`config.mk`:
```
export PLATFORM = sky130hd
export DESIGN_NAME = sevenseg_scan_decoder
export DESIGN_NICKNAME = d
export VERILOG_FILES = /design/src/rtl/sevenseg_pkg.sv /design/src/rtl/sevenseg_scan_decoder_seg7_to_bcd.sv /design/src/rtl/sevenseg_scan_decoder.sv
export SDC_FILE = /design/constraint.sdc
export NUM_CORES = 1
export LEC_CHECK = 0
export CAP_MARGIN = 20
export CORE_UTILIZATION = 45
export DETAILED_ROUTE_END_ITERATION = 8
export PLACE_DENSITY_LB_ADDON = 0.3
export SETUP_SLACK_MARGIN = 0.5
export SYNTH_ARGS = -nofsm -noshare
export SYNTH_HDL_FRONTEND = slang
export SYNTH_SLANG_ARGS = --single-unit
```
`constraint.sdc`:
```
create_clock -name clk -period 10.3 [get_ports clk]
set_input_delay 1.545 -clock clk [delete_from_list [all_inputs] [get_ports clk]]
set_output_delay 1.545 -clock clk [all_outputs]
set_load 0.005 [all_outputs]
```
`src/rtl/sevenseg_pkg.sv`:
```
// Shared definitions for the seven-segment scan decoder: segment patterns
// (identical to the ones the meter's encoder drives), digit codes, the anode
// active level and small arithmetic helpers.
package sevenseg_pkg;

    // Active-low segment patterns, bit order {g,f,e,d,c,b,a}
    localparam logic [6:0] SEG_0     = 7'h40;
    localparam logic [6:0] SEG_1     = 7'h79;
    localparam logic [6:0] SEG_2     = 7'h24;
    localparam logic [6:0] SEG_3     = 7'h30;
    localparam logic [6:0] SEG_4     = 7'h19;
    localparam logic [6:0] SEG_5     = 7'h12;
    localparam logic [6:0] SEG_6     = 7'h02;
    localparam logic [6:0] SEG_7     = 7'h78;
    localparam logic [6:0] SEG_8     = 7'h00;
    localparam logic [6:0] SEG_9     = 7'h10;
    localparam logic [6:0] SEG_BLANK = 7'h7F;

    // Digit codes beyond 0-9
    localparam logic [3:0] CODE_BLANK = 4'hF;
    localparam logic [3:0] CODE_BAD   = 4'hE;

    // Anodes are driven low to light a digit
    localparam logic ANODE_ON = 1'b0;

    // Classification of the sampled anode vector
    typedef enum logic [1:0] {
        SEL_IDLE  = 2'd0,
        SEL_ONE   = 2'd1,
        SEL_MULTI = 2'd2
    } sel_kind_e;

    // True when a digit code is a decimal digit 0-9
    function automatic logic is_decimal(input logic [3:0] code);
        return (code <= 4'd9);
    endfunction

    // Weighted decimal value of four digit codes (d1 most significant)
    function automatic logic [13:0] weighted_value(input logic [3:0] d1,
                                                   input logic [3:0] d2,
                                                   input logic [3:0] d3,
                                                   input logic [3:0] d4);
        return (14'(d1) * 14'd1000) + (14'(d2) * 14'd100) +
               (14'(d3) * 14'd10) + 14'(d4);
    endfunction

endpackage

```
`src/rtl/sevenseg_scan_decoder_seg7_to_bcd.sv`:
```
// Combinational decoder from an active-low seven-segment pattern to a digit
// code. Blank decodes to CODE_BLANK, anything unrecognised to CODE_BAD with
// valid low.
module seg7_to_bcd
    import sevenseg_pkg::*;
(
    input  logic [6:0] seg_n,
    output logic [3:0] code,
    output logic       valid
);

    // Map each known pattern onto its code; unknown patterns are flagged bad
    always_comb begin
        code  = CODE_BAD;
        valid = 1'b0;
        case (seg_n)
            SEG_0:     begin code = 4'd0;       valid = 1'b1; end
            SEG_1:     begin code = 4'd1;       valid = 1'b1; end
            SEG_2:     begin code = 4'd2;       valid = 1'b1; end
            SEG_3:     begin code = 4'd3;       valid = 1'b1; end
            SEG_4:     begin code = 4'd4;       valid = 1'b1; end
            SEG_5:     begin code = 4'd5;       valid = 1'b1; end
            SEG_6:     begin code = 4'd6;       valid = 1'b1; end
            SEG_7:     begin code = 4'd7;       valid = 1'b1; end
            SEG_8:     begin code = 4'd8;       valid = 1'b1; end
            SEG_9:     begin code = 4'd9;       valid = 1'b1; end
            SEG_BLANK: begin code = CODE_BLANK; valid = 1'b1; end
            default:   begin code = CODE_BAD;   valid = 1'b0; end
        endcase
    end

endmodule

```
`src/rtl/sevenseg_scan_decoder.sv`:
```
// Seven-segment scan decoder: samples the multiplexed anode/segment bus,
// captures each digit after it has been stable for STABLE_CYC samples,
// commits a frame once all four digits are captured, and reports the binary
// value, blank frames, bus errors and a stale-display timeout.
module sevenseg_scan_decoder
    import sevenseg_pkg::*;
#(
    parameter int unsigned STABLE_CYC  = 4,
    parameter int unsigned TIMEOUT_CYC = 100000,
    parameter int unsigned CNT_W       = 17
) (
    input  logic        clk,
    input  logic        rst,
    input  logic        a1,
    input  logic        a2,
    input  logic        a3,
    input  logic        a4,
    input  logic [6:0]  led_seg,
    output logic [3:0]  val1,
    output logic [3:0]  val2,
    output logic [3:0]  val3,
    output logic [3:0]  val4,
    output logic [13:0] value,
    output logic        value_ok,
    output logic        frame_done,
    output logic        blank_frame,
    output logic        seg_err,
    output logic        stale
);

    localparam int unsigned       STAB_W   = $clog2(STABLE_CYC + 1);
    localparam logic [STAB_W-1:0] STAB_MAX = STAB_W'(STABLE_CYC);
    // CNT_W must be wide enough for TIMEOUT_CYC or this cast truncates
    localparam logic [CNT_W-1:0]  TMO_MAX  = CNT_W'(TIMEOUT_CYC);
    localparam logic [3:0]        AN_IDLE  = {4{~ANODE_ON}};

    // Sample stage; anode vectors are {a4,a3,a2,a1} so bit i is digit i+1
    logic [3:0]        samp_an_d,  samp_an_q;
    logic [6:0]        samp_seg_d, samp_seg_q;
    logic [3:0]        prev_an_d,  prev_an_q;
    logic [6:0]        prev_seg_d, prev_seg_q;
    logic [STAB_W-1:0] stab_cnt_d, stab_cnt_q;

    // Frame assembly and committed outputs
    logic [3:0]        mask_d, mask_q;
    logic [3:0][3:0]   shadow_d, shadow_q;
    logic [3:0][3:0]   val_d, val_q;
    logic [13:0]       value_d, value_q;
    logic              value_ok_d, value_ok_q;
    logic              frame_done_d, frame_done_q;
    logic              blank_frame_d, blank_frame_q;
    logic              seg_err_d, seg_err_q;

    // Timeout
    logic [CNT_W-1:0]  tmo_cnt_d, tmo_cnt_q;
    logic              stale_d, stale_q;

    // Combinational helpers
    logic [3:0]        active_s;
    sel_kind_e         sel_kind_s;
    logic [1:0]        sel_idx_s;
    logic              same_s;
    logic              capture_s;
    logic              commit_s;
    logic [3:0]        dec_code_s;
    logic              dec_valid_s;
    logic              all_dec_s;
    logic              all_blank_s;
    logic [13:0]       sum_s;

    seg7_to_bcd u_dec (
        .seg_n (samp_seg_q),
        .code  (dec_code_s),
        .valid (dec_valid_s)
    );

    // Register the raw bus and keep the previous sample for the stability compare
    always_comb begin
        samp_an_d  = {a4, a3, a2, a1};
        samp_seg_d = led_seg;
        prev_an_d  = samp_an_q;
        prev_seg_d = samp_seg_q;
    end

    // Classify the sampled anodes: idle, exactly one digit lit, or a collision
    always_comb begin
        sel_kind_s = SEL_MULTI;
        sel_idx_s  = 2'd0;
        if (ANODE_ON == 1'b0) begin
            active_s = ~samp_an_q;
        end else begin
            active_s = samp_an_q;
        end
        case (active_s)
            4'b0000: begin sel_kind_s = SEL_IDLE;  sel_idx_s = 2'd0; end
            4'b0001: begin sel_kind_s = SEL_ONE;   sel_idx_s = 2'd0; end
            4'b0010: begin sel_kind_s = SEL_ONE;   sel_idx_s = 2'd1; end
            4'b0100: begin sel_kind_s = SEL_ONE;   sel_idx_s = 2'd2; end
            4'b1000: begin sel_kind_s = SEL_ONE;   sel_idx_s = 2'd3; end
            default: begin sel_kind_s = SEL_MULTI; sel_idx_s = 2'd0; end
        endcase
    end

    // Stability counter: capture once per dwell when it first reaches STABLE_CYC
    always_comb begin
        same_s = (samp_an_q == prev_an_q) && (samp_seg_q == prev_seg_q);
        if (sel_kind_s != SEL_ONE) begin
            stab_cnt_d = '0;
        end else if (!same_s) begin
            stab_cnt_d = STAB_W'(1);
        end else if (stab_cnt_q != STAB_MAX) begin
            stab_cnt_d = stab_cnt_q + STAB_W'(1);
        end else begin
            stab_cnt_d = stab_cnt_q;
        end
        capture_s = (sel_kind_s == SEL_ONE) && (stab_cnt_d == STAB_MAX) &&
                    (!same_s || (stab_cnt_q != STAB_MAX));
    end

    // Frame assembly, commit of shadows to outputs, and the sticky error flag
    always_comb begin
        commit_s    = (mask_q == 4'b1111);
        all_dec_s   = is_decimal(shadow_q[0]) && is_decimal(shadow_q[1]) &&
                      is_decimal(shadow_q[2]) && is_decimal(shadow_q[3]);
        all_blank_s = (shadow_q == {4{CODE_BLANK}});
        sum_s       = weighted_value(shadow_q[0], shadow_q[1], shadow_q[2], shadow_q[3]);

        mask_d        = mask_q;
        shadow_d      = shadow_q;
        val_d         = val_q;
        value_d       = value_q;
        value_ok_d    = value_ok_q;
        blank_frame_d = blank_frame_q;
        frame_done_d  = 1'b0;

        if (commit_s) begin
            mask_d        = 4'b0000;
            val_d         = shadow_q;
            value_ok_d    = all_dec_s;
            blank_frame_d = all_blank_s;
            frame_done_d  = 1'b1;
            if (all_dec_s) begin
                value_d = sum_s;
            end else begin
                value_d = value_q;
            end
        end else begin
            mask_d = mask_q;
        end

        // A capture on the commit cycle belongs to the next frame
        if (capture_s) begin
            mask_d[sel_idx_s]   = 1'b1;
            shadow_d[sel_idx_s] = dec_code_s;
        end else begin
            shadow_d = shadow_d;
        end

        seg_err_d = seg_err_q | (sel_kind_s == SEL_MULTI) | (capture_s & ~dec_valid_s);
    end

    // Timeout counter restarts on every capture and saturates at TIMEOUT_CYC
    always_comb begin
        if (capture_s) begin
            tmo_cnt_d = '0;
        end else if (tmo_cnt_q < TMO_MAX) begin
            tmo_cnt_d = tmo_cnt_q + CNT_W'(1);
        end else begin
            tmo_cnt_d = tmo_cnt_q;
        end
        stale_d = (tmo_cnt_d >= TMO_MAX);
    end

    // Sample and stability registers
    always_ff @(posedge clk) begin
        if (!rst) begin
            samp_an_q  <= AN_IDLE;
            samp_seg_q <= SEG_BLANK;
            prev_an_q  <= AN_IDLE;
            prev_seg_q <= SEG_BLANK;
            stab_cnt_q <= '0;
        end else begin
            samp_an_q  <= samp_an_d;
            samp_seg_q <= samp_seg_d;
            prev_an_q  <= prev_an_d;
            prev_seg_q <= prev_seg_d;
            stab_cnt_q <= stab_cnt_d;
        end
    end

    // Frame and output registers
    always_ff @(posedge clk) begin
        if (!rst) begin
            mask_q        <= 4'b0000;
            shadow_q      <= {4{CODE_BLANK}};
            val_q         <= {4{CODE_BLANK}};
            value_q       <= 14'd0;
            value_ok_q    <= 1'b0;
            frame_done_q  <= 1'b0;
            blank_frame_q <= 1'b0;
            seg_err_q     <= 1'b0;
        end else begin
            mask_q        <= mask_d;
            shadow_q      <= shadow_d;
            val_q         <= val_d;
            value_q       <= value_d;
            value_ok_q    <= value_ok_d;
            frame_done_q  <= frame_done_d;
            blank_frame_q <= blank_frame_d;
            seg_err_q     <= seg_err_d;
        end
    end

    // Timeout registers
    always_ff @(posedge clk) begin
        if (!rst) begin
            tmo_cnt_q <= '0;
            stale_q   <= 1'b0;
        end else begin
            tmo_cnt_q <= tmo_cnt_d;
            stale_q   <= stale_d;
        end
    end

    assign val1        = val_q[0];
    assign val2        = val_q[1];
    assign val3        = val_q[2];
    assign val4        = val_q[3];
    assign value       = value_q;
    assign value_ok    = value_ok_q;
    assign frame_done  = frame_done_q;
    assign blank_frame = blank_frame_q;
    assign seg_err     = seg_err_q;
    assign stale       = stale_q;

endmodule

```
======== Word-level counts from Yosys, hierarchy flattened ========
Index checks and enable logic that the tools add are counted.
cells by class
  add/subtract/negate cells ............... 5
  multiply operators ...................... 3
  div/mod/pow operators ................... 0
  order comparisons ....................... 8
  eq/ne operators ......................... 23
  shift operators ......................... 0
  muxes and demuxes ....................... 17
  bitwise gates (word level) .............. 6
  reductions and logical operators ........ 14
operators with widths
  cell                   count
  $pmux 4 s11            1
  $mux 17                2
  $eq 7x7->1 const B     4
  $eq 7x5->1 const B     3
  $add 17x1->17 const B  1
  $ge 17x17->1 const B   1
  $lt 17x17->1 const B   1
  $bwmux 16              1
  $eq 16x16->1 const B   1
  $le 4x4->1 const B     4
  $add 14x11->14         1
  $add 14x4->14          1
  $add 14x8->14          1
  $eq 7x6->1 const B     2
  $mux 4                 3
  $mul 4x7->11 const B   1
  $reduce_or 11->1       1
  $mul 4x5->9 const B    1
  $mux 3                 3
  $demux 4 s2            1
  $eq 4x4->1 const B     2
  $eq 7x2->1 const B     1
  $eq 7x7->1             1
  $logic_and 1x1->1      7
  28 further kinds       31
storage, ports and cells
  register bits ........................... 97
  latch bits .............................. 0
  bits in writable memories ............... 0
  memory bits (read-only) ................. 0
  input bits .............................. 13
  memories ................................ 0

======== Depth between registers and ports, before layout ========
Gate-level depths: netlist of run 1.
  depth in word-level cells ............... 11
  depth in mapped cells ................... 18

======== Cells and area by module ========
Synthesis of run 1 repeated with hierarchy kept, for this count alone.
second synthesis, totals
  cell total of the unflattened synthesis .. 664
  area total of the unflattened synthesis .. 5,962.0 um^2
modules (own cells, without submodules)
  module                 instances  cells each  area each (um^2)  seq. area each (um^2)
  sevenseg_scan_decoder  1          626         5,699.2           1,941.9
  seg7_to_bcd            1          38          262.8             0.0

======== Worst setup path before layout of run 1 ========
No wires, ideal clock.
  path kind ............................... reg-to-reg
  from .................................... register shadow_q[3] (netlist bit)
  to ...................................... register value_q[12], in the netlist value[12]
  arrival time ............................ 4,140 ps
  required time ........................... 10,178 ps
  path slack .............................. 6,038 ps
  cell stages (with the launch flop) ...... 15
  period minus slack after synthesis ...... 4,262 ps
  cell sequence ........................... dfxtp_1 -> fa_1 -> fa_1 -> ha_1 -> a21o_1 -> a21oi_1 -> xnor2_1 -> ha_1 -> ha_1 -> ha_1 -> nand3_1 -> nand2_1 -> a41oi_1 -> mux2_2 -> a311o_1
between the ends
  cells in the longest elaborated chain, start to end .. 5
  elaborated cells on any way between the ends .. 9
  those cells by class .................... 3 x add/sub; 1 x mul; 1 x order compare; 4 x reduce/logical
ends and longest elaborated chain
  element                                                 RTL line                      RTL
  from (decl)                                             sevenseg_scan_decoder.sv:46   logic [3:0][3:0] shadow_d, shadow_q;
  from (signal assigned)                                  sevenseg_scan_decoder.sv:195  shadow_q <= {4{CODE_BLANK}};
  from (signal assigned)                                  sevenseg_scan_decoder.sv:204  shadow_q <= shadow_d;
  branches (longest 5 deep; another with $add 14x11->14)  -
  to (signal assigned)                                    sevenseg_scan_decoder.sv:206  value_q <= value_d;
  to (decl)                                               sevenseg_scan_decoder.sv:48   logic [13:0] value_d, value_q;
Parallel ways; which one is timed is not known.
A chain may end at the register's enable or synchronous reset.

======== Worst setup path in the final report of run 1 ========
Ends and elaborated chain as after synthesis.

==> results of run 1 <==
-- registers in the layout (all words and copies together), names as in the netlist --
name         count
tmo_cnt_q       17
shadow_q        16
value           14
prev_seg_d       7
prev_seg_q       7
mask_q           4
prev_an_d        4
prev_an_q        4
val1             4
val2             4
val3             4
val4             4
stab_cnt_q       3
blank_frame      1
frame_done       1
seg_err          1
stale            1
value_ok         1
-- cell usage in the layout, fill, tap and decap left out, types with 3 or more instances in the layout --
| cell type | instances |
|---|---|
| dfxtp_1 | 97 |
| nand2_1 | 86 |
| ha_1 | 59 |
| clkdlybuf4s50_1 | 46 |
| inv_1 | 40 |
| nor2_1 | 36 |
| xnor2_1 | 29 |
| nand2b_1 | 26 |
| nand3_1 | 26 |
| mux2i_1 | 22 |
| o21ai_0 | 19 |
| fa_1 | 17 |
| xor2_1 | 15 |
| o211ai_1 | 15 |
| nor2b_1 | 14 |
| a21oi_1 | 13 |
| and2_1 | 11 |
| nand4_1 | 11 |
| clkbuf_16 | 9 |
| and3_1 | 7 |
| a21o_1 | 6 |
| nor3_1 | 6 |
| a21boi_0 | 6 |
| a31oi_1 | 5 |
| nand3b_1 | 5 |
| and4_1 | 4 |
| and3_2 | 4 |
| buf_4 | 3 |
-- critical path: stages (launching register included) --
cell	delay, ns
dfxtp_1	0.53
fa_1	0.58
fa_1	0.50
ha_1	0.37
a21o_1	0.20
a21oi_1	0.21
xnor2_1	0.15
ha_1	0.25
ha_1	0.29
ha_1	0.35
nand3_1	0.11
nand2_1	0.05
a41oi_1	0.17
mux2_2	0.36
a311o_1	0.30
-- kinds of logic after synthesis --
kind of cell / Yosys count
AND/OR/NAND/NOR: 247
XOR/XNOR: 44
flip-flops: 97
AO/OA/AOI/OAI: 89
multiplexers: 24
buffers and inverters: 72
adder cells (fa/ha/maj): 76
-- metal layers --
layer / vias to the layer above / global-route usage [%] / part of all wire, %
met3: 11 / 2.96 / 4.1
met5: - / 0 / 0
met2: 91 / 27.3 / 44
met1: 2065 / 26.0 / 50
met4: 0 / 7.44 / 1.4
li1: 2272 / - / -
-- path summary, 6_finish.rpt --
kind | start | to | slack (ns)
setup / recovery | shadow_q[3]$_SDFFE_PN1P_ | value[12]$_SDFFE_PN0P_ | 5.78
hold / removal | val4[1]$_SDFFE_PN1P_ | val4[1]$_SDFFE_PN1P_ | 0.47
setup reg to reg | shadow_q[3]$_SDFFE_PN1P_ | value[12]$_SDFFE_PN0P_ | 5.78
hold reg to reg | val4[1]$_SDFFE_PN1P_ | val4[1]$_SDFFE_PN1P_ | 0.47
-- power by group --
group          total, mW  leakage, nW  switching (mW)  internal [mW]
clock              0.318        0.142           0.146          0.173
sequential         0.389        0.789         0.00778          0.381
combinational     0.0342         1.95          0.0168         0.0175
-- metrics by stage --
stage	hold slack [ns]	setup WS, ns	instance area, um2	utilization, %
floorplan	0.452	6.04	5860	-
global placement	0.457	5.88	6390	50.5
detailed placement	0.466	5.80	6390	50.5
CTS	0.478	5.77	6680	52.7
global route	0.493	5.53	6680	52.7
finish	0.473	5.78	6680	52.7
-- area by class of cell --
type	instances	area, um2	area share, %
sequential	97	1940	29.1
clock buffer	11	243	3.64
tap	172	215	3.22
clock inverter	5	38.8	0.581
timing repair buffer	50	488	7.31
multi-input combinational	480	3600	53.9
inverter	40	150	2.25
==> run summary, run 1 <==
reg2reg path depth = 14
routed length per instance = 13.7 um
overall routing resource usage = 18.2%
Area Overhead vs Synth = 13.8%
vias in the first global route = 4094
Compound-Gate Fraction of Synth Area = 11.0%
Avg Synthesized Cell Area = 9.04 um2
Die X-Extent = 116 um
Leak = 2.88 nW
Worst Skew = 0.00792 ns
first-pass GRT wire length = 19200 um
CP Max Fanout = 9
CP arrival = 4.75 ns
dominant cell by count in the synthesized netlist = dfxtp_1
num ports = 48
total nets after synthesis = 738
CP endpoint kind = flip-flop
Worst EP required = 10.53 ns
Max-Cap Viols = 0
DP HPWL = 8630 um
vias = 4439
number of diodes = 0
GRT overflow = 0
Mapped Area = 5860 um2
area share of the largest cell type after synthesis = 33.1%
Synthesis Warnings = 0
Adder-Cell Fraction of Synth Area = 18.4%
Main synth FF type = dfxtp_1
post-synthesis mux area share = 4.14%
final hold violations = 0
Die Height = 116 um
via/cell ratio = 5.19
post-detailed-routing wire length = 11700 um
Num Clock Sinks = 97
Pwr Total = 0.741 mW
dominant cell type by area after synthesis = dfxtp_1
Final setup viols = 0
worst setup path class = reg2reg
initial antenna violation count = 0
Cell variety after synth = 60
top post-synthesis cells by area = dfxtp_1 33%, ha_1 13%, fa_1 5.8%, nand2_1 5.5%, xnor2_1 4.3%
#FFs+latches synth = 97
Post-synth ARST share = 0%
Hold Path Depth = 2
Post-synth EDFFs = 0
Fillers = 1196
port buffer count = 47
XOR/XNOR Fraction of Synth Area = 6.57%
fin crit period = 4.52 ns
buffer count from post-CTS setup fixing = 0
Clock Latency Late Sink = 0.35 ns
cts bufs inserted = 9
RSZ-0062 raised after global routing = no
Clock Tree Buf Depth = 2
largest net degree at the start of global routing = 84
Reg clk slew, reported paths = 0.07 ns
fin crit share = 43.9%
Initial Util = 46.3%
Synth top cells by count = 97 x dfxtp_1, 86 x nand2_1, 59 x ha_1
Placed Cells = 839
die area = 13500 um2
Synth Area in Simple Gates = 21.3%
area of the core = 12700 um2
IR drop worst, VDD = 0.0000910 V
register area share after synthesis = 33.1%
Final Non-Filler Cells = 855
layout cells sized above 1 = 4.83%
Antenna Nets Post-Route = 0
# rows = 41
# H-tree levels = 3
outcome = complete, no violations
clock root cell = clkbuf_16
Resize count post-CTS = 0
Final TNS setup = 0 ns
max-slew violations = 0
Hold Buf Count CTS = 0
largest family of logic cells by synthesized area = simple AND/OR/NAND/NOR gates
Rel. slew slack = 48.2%
GP Congestion = 0.834
post-synthesis instance total = 649
CTS tree = built
Startpoint Class = flip-flop
Max Freq = 221 MHz
1st-pass router iterations = 5
final net count = 767
DRC viols = 0
slew of the pin with the lowest slew margin = 0.778 ns
DRT iter0 DRCs = 291
Worst Hold Class = reg2reg
PD cells = 111 nW/um2
Power figures use the tool's default switching activity.
==> run 2: changes to the inputs <==
- clock period: 10.3 -> 4.59 ns (I/O delays scaled with it)
==> run 2 against run 1 <==
  * Sequential share of layout area down 0.89 points
  * Highest routed layer unchanged
  * Sequential power is 120% higher
  * Cell count grew 0.70%
  * Non-clock buffer count rose by 6
  * Wire length rose by 4.3%
  * Die area unchanged
  * Via count increased by 0.88%
==> run summary, run 2 (same netlist as run 1, synthesis figures left out) <==
worst r2r src = shadow_q[3]$_SDFFE_PN1P_
initial antenna violation count = 0
Clock Latency Late Sink = 0.36 ns
DRC viols = 0
end-of-flow core utilization = 54.7%
post-detailed-routing wire length = 12200 um
routed length per instance = 14.2 um
RSZ-0062 raised after global routing = yes
HP Start = val4[0]$_SDFFE_PN1P_
number of diodes = 0
reg2reg path depth = 14
DP HPWL = 8800 um
GRT overflow = 0
cts bufs inserted = 9
worst setup path class = reg2reg
Worst EP required = 4.83 ns
# rows = 41
die area = 13500 um2
Die X-Extent = 116 um
Final Non-Filler Cells = 861
Final setup viols = 0
1st-pass router iterations = 5
CP arrival = 4.29 ns
Hold Buf Count CTS = 0
layout cells sized above 1 = 9.72%
Worst Hold Class = reg2reg
Clock Tree Buf Depth = 2
Area Overhead vs Synth = 18.2%
Num Clock Sinks = 97
IR drop worst, VDD = 0.000191 V
vias = 4478
final hold violations = 0
GP Congestion = 0.829
final net count = 773
Initial Util = 46.3%
flop2flop setup slack = 0.54 ns
Worst Skew = 0.0102 ns
fin crit share = 88.3%
met1 GRT Util = 26.9%
CTS tree = built
Final TNS setup = 0 ns
Reg clk slew, reported paths = 0.07 ns
CP Max Fanout = 6
clock root cell = clkbuf_16
overall routing resource usage = 18.8%
CP endpoint kind = flip-flop
outcome = complete, no violations
Leak = 2.94 nW
Setup crit start = shadow_q[3]$_SDFFE_PN1P_
met2 Use GR = 27.7%
DRT iter0 DRCs = 287
PD cells = 243 nW/um2
Startpoint Class = flip-flop
max reg flops = 17
most frequent cells in the layout = 92 x dfxtp_1, 86 x nand2_1, 49 x ha_1
layer with the highest usage = met2
vias in the first global route = 4116
Hold Path Depth = 2
largest reg by FF count = tmo_cnt_q
via/cell ratio = 5.20
Max Freq = 247 MHz
first-pass GRT wire length = 19800 um
max-slew violations = 0
fin crit period = 4.05 ns
Pwr Total = 1.68 mW
Max-Cap Viols = 0
# H-tree levels = 3
Antenna Nets Post-Route = 0
largest net degree at the start of global routing = 44
most common cell after layout, fill and taps aside = dfxtp_1
Placed Cells = 840
met3 Track Usage GR = 3.48%
num ports = 48
area of the core = 12700 um2
port buffer count = 47
Die Height = 116 um
Rel. slew slack = 51.7%
slew of the pin with the lowest slew margin = 0.725 ns
==> run 2: cell types whose count changed in the layout (fill, tap and decap cells not counted), moves of 3 or more <==
cell and change:
buf_4 +5, dfxtp_1 -5, dfxtp_4 +3, fa_1 -3, fa_2 +3, ha_1 -10
ha_4 +10
==> run 2: where the power goes <==
part           internal (mW)  switching [mW]
Sequential             0.852          0.0174
Combinational         0.0391          0.0378
Clock                  0.382           0.356
Total                   1.27           0.411
==> run 2: final timing paths <==
| check | end |
|---|---|
| hold / removal | val4[0]$_SDFFE_PN1P_ |
| hold reg to reg | val4[0]$_SDFFE_PN1P_ |
| setup reg to reg | value[12]$_SDFFE_PN0P_ |
| setup / recovery | value[12]$_SDFFE_PN0P_ |
==> run 2: critical path, cell delays in order (launching register included) <==
cell	delay, ns
dfxtp_4	0.37
fa_2	0.62
fa_1	0.48
ha_4	0.21
a211oi_1	0.30
o21ai_1	0.11
a21oi_1	0.20
xnor2_1	0.09
ha_1	0.34
ha_4	0.29
nand2_1	0.07
nand2_1	0.06
a41oi_2	0.18
mux2_4	0.32
a311o_1	0.30
==> run 2: repair_timing <==
item,CTS,global route
gates resized for setup,12,16
setup buffers,1,4
pin swaps,6,14
cloned,0,0
endpoints found under the hold margin,0,0
setup endpoints to repair,3,3
==> run 2: through the flow <==
| stage | hold WS, ns | cell area, um2 | setup slack [ns] |
|---|---|---|---|
| after floorplan | 0.452 | 5890 | 0.518 |
| after global placement | 0.456 | 6420 | 0.401 |
| after detailed placement | 0.459 | 6430 | 0.327 |
| after CTS | 0.472 | 6820 | 0.503 |
| after global routing | 0.485 | 6930 | 0.386 |
| final | 0.467 | 6930 | 0.539 |
==> run 2: routing by layer <==
layer  share of wire [%]  up-vias  wire length [um]
met3                 4.3       18               521
met5                   0        -                 0
met1                  49     2061              6020
li1                    -     2286                 -
met4                 2.1        0               250
met2                  44      113              5400
==> run 2: layout make-up <==
type                       count  area (um2)
clock inverter                 6        58.8
timing repair buffer          56         541
clock buffer                  10         229
fill                        1169        5740
multi-input combinational    480        3780
sequential                    97        1960
inverter                      40         150
tap                          172         215
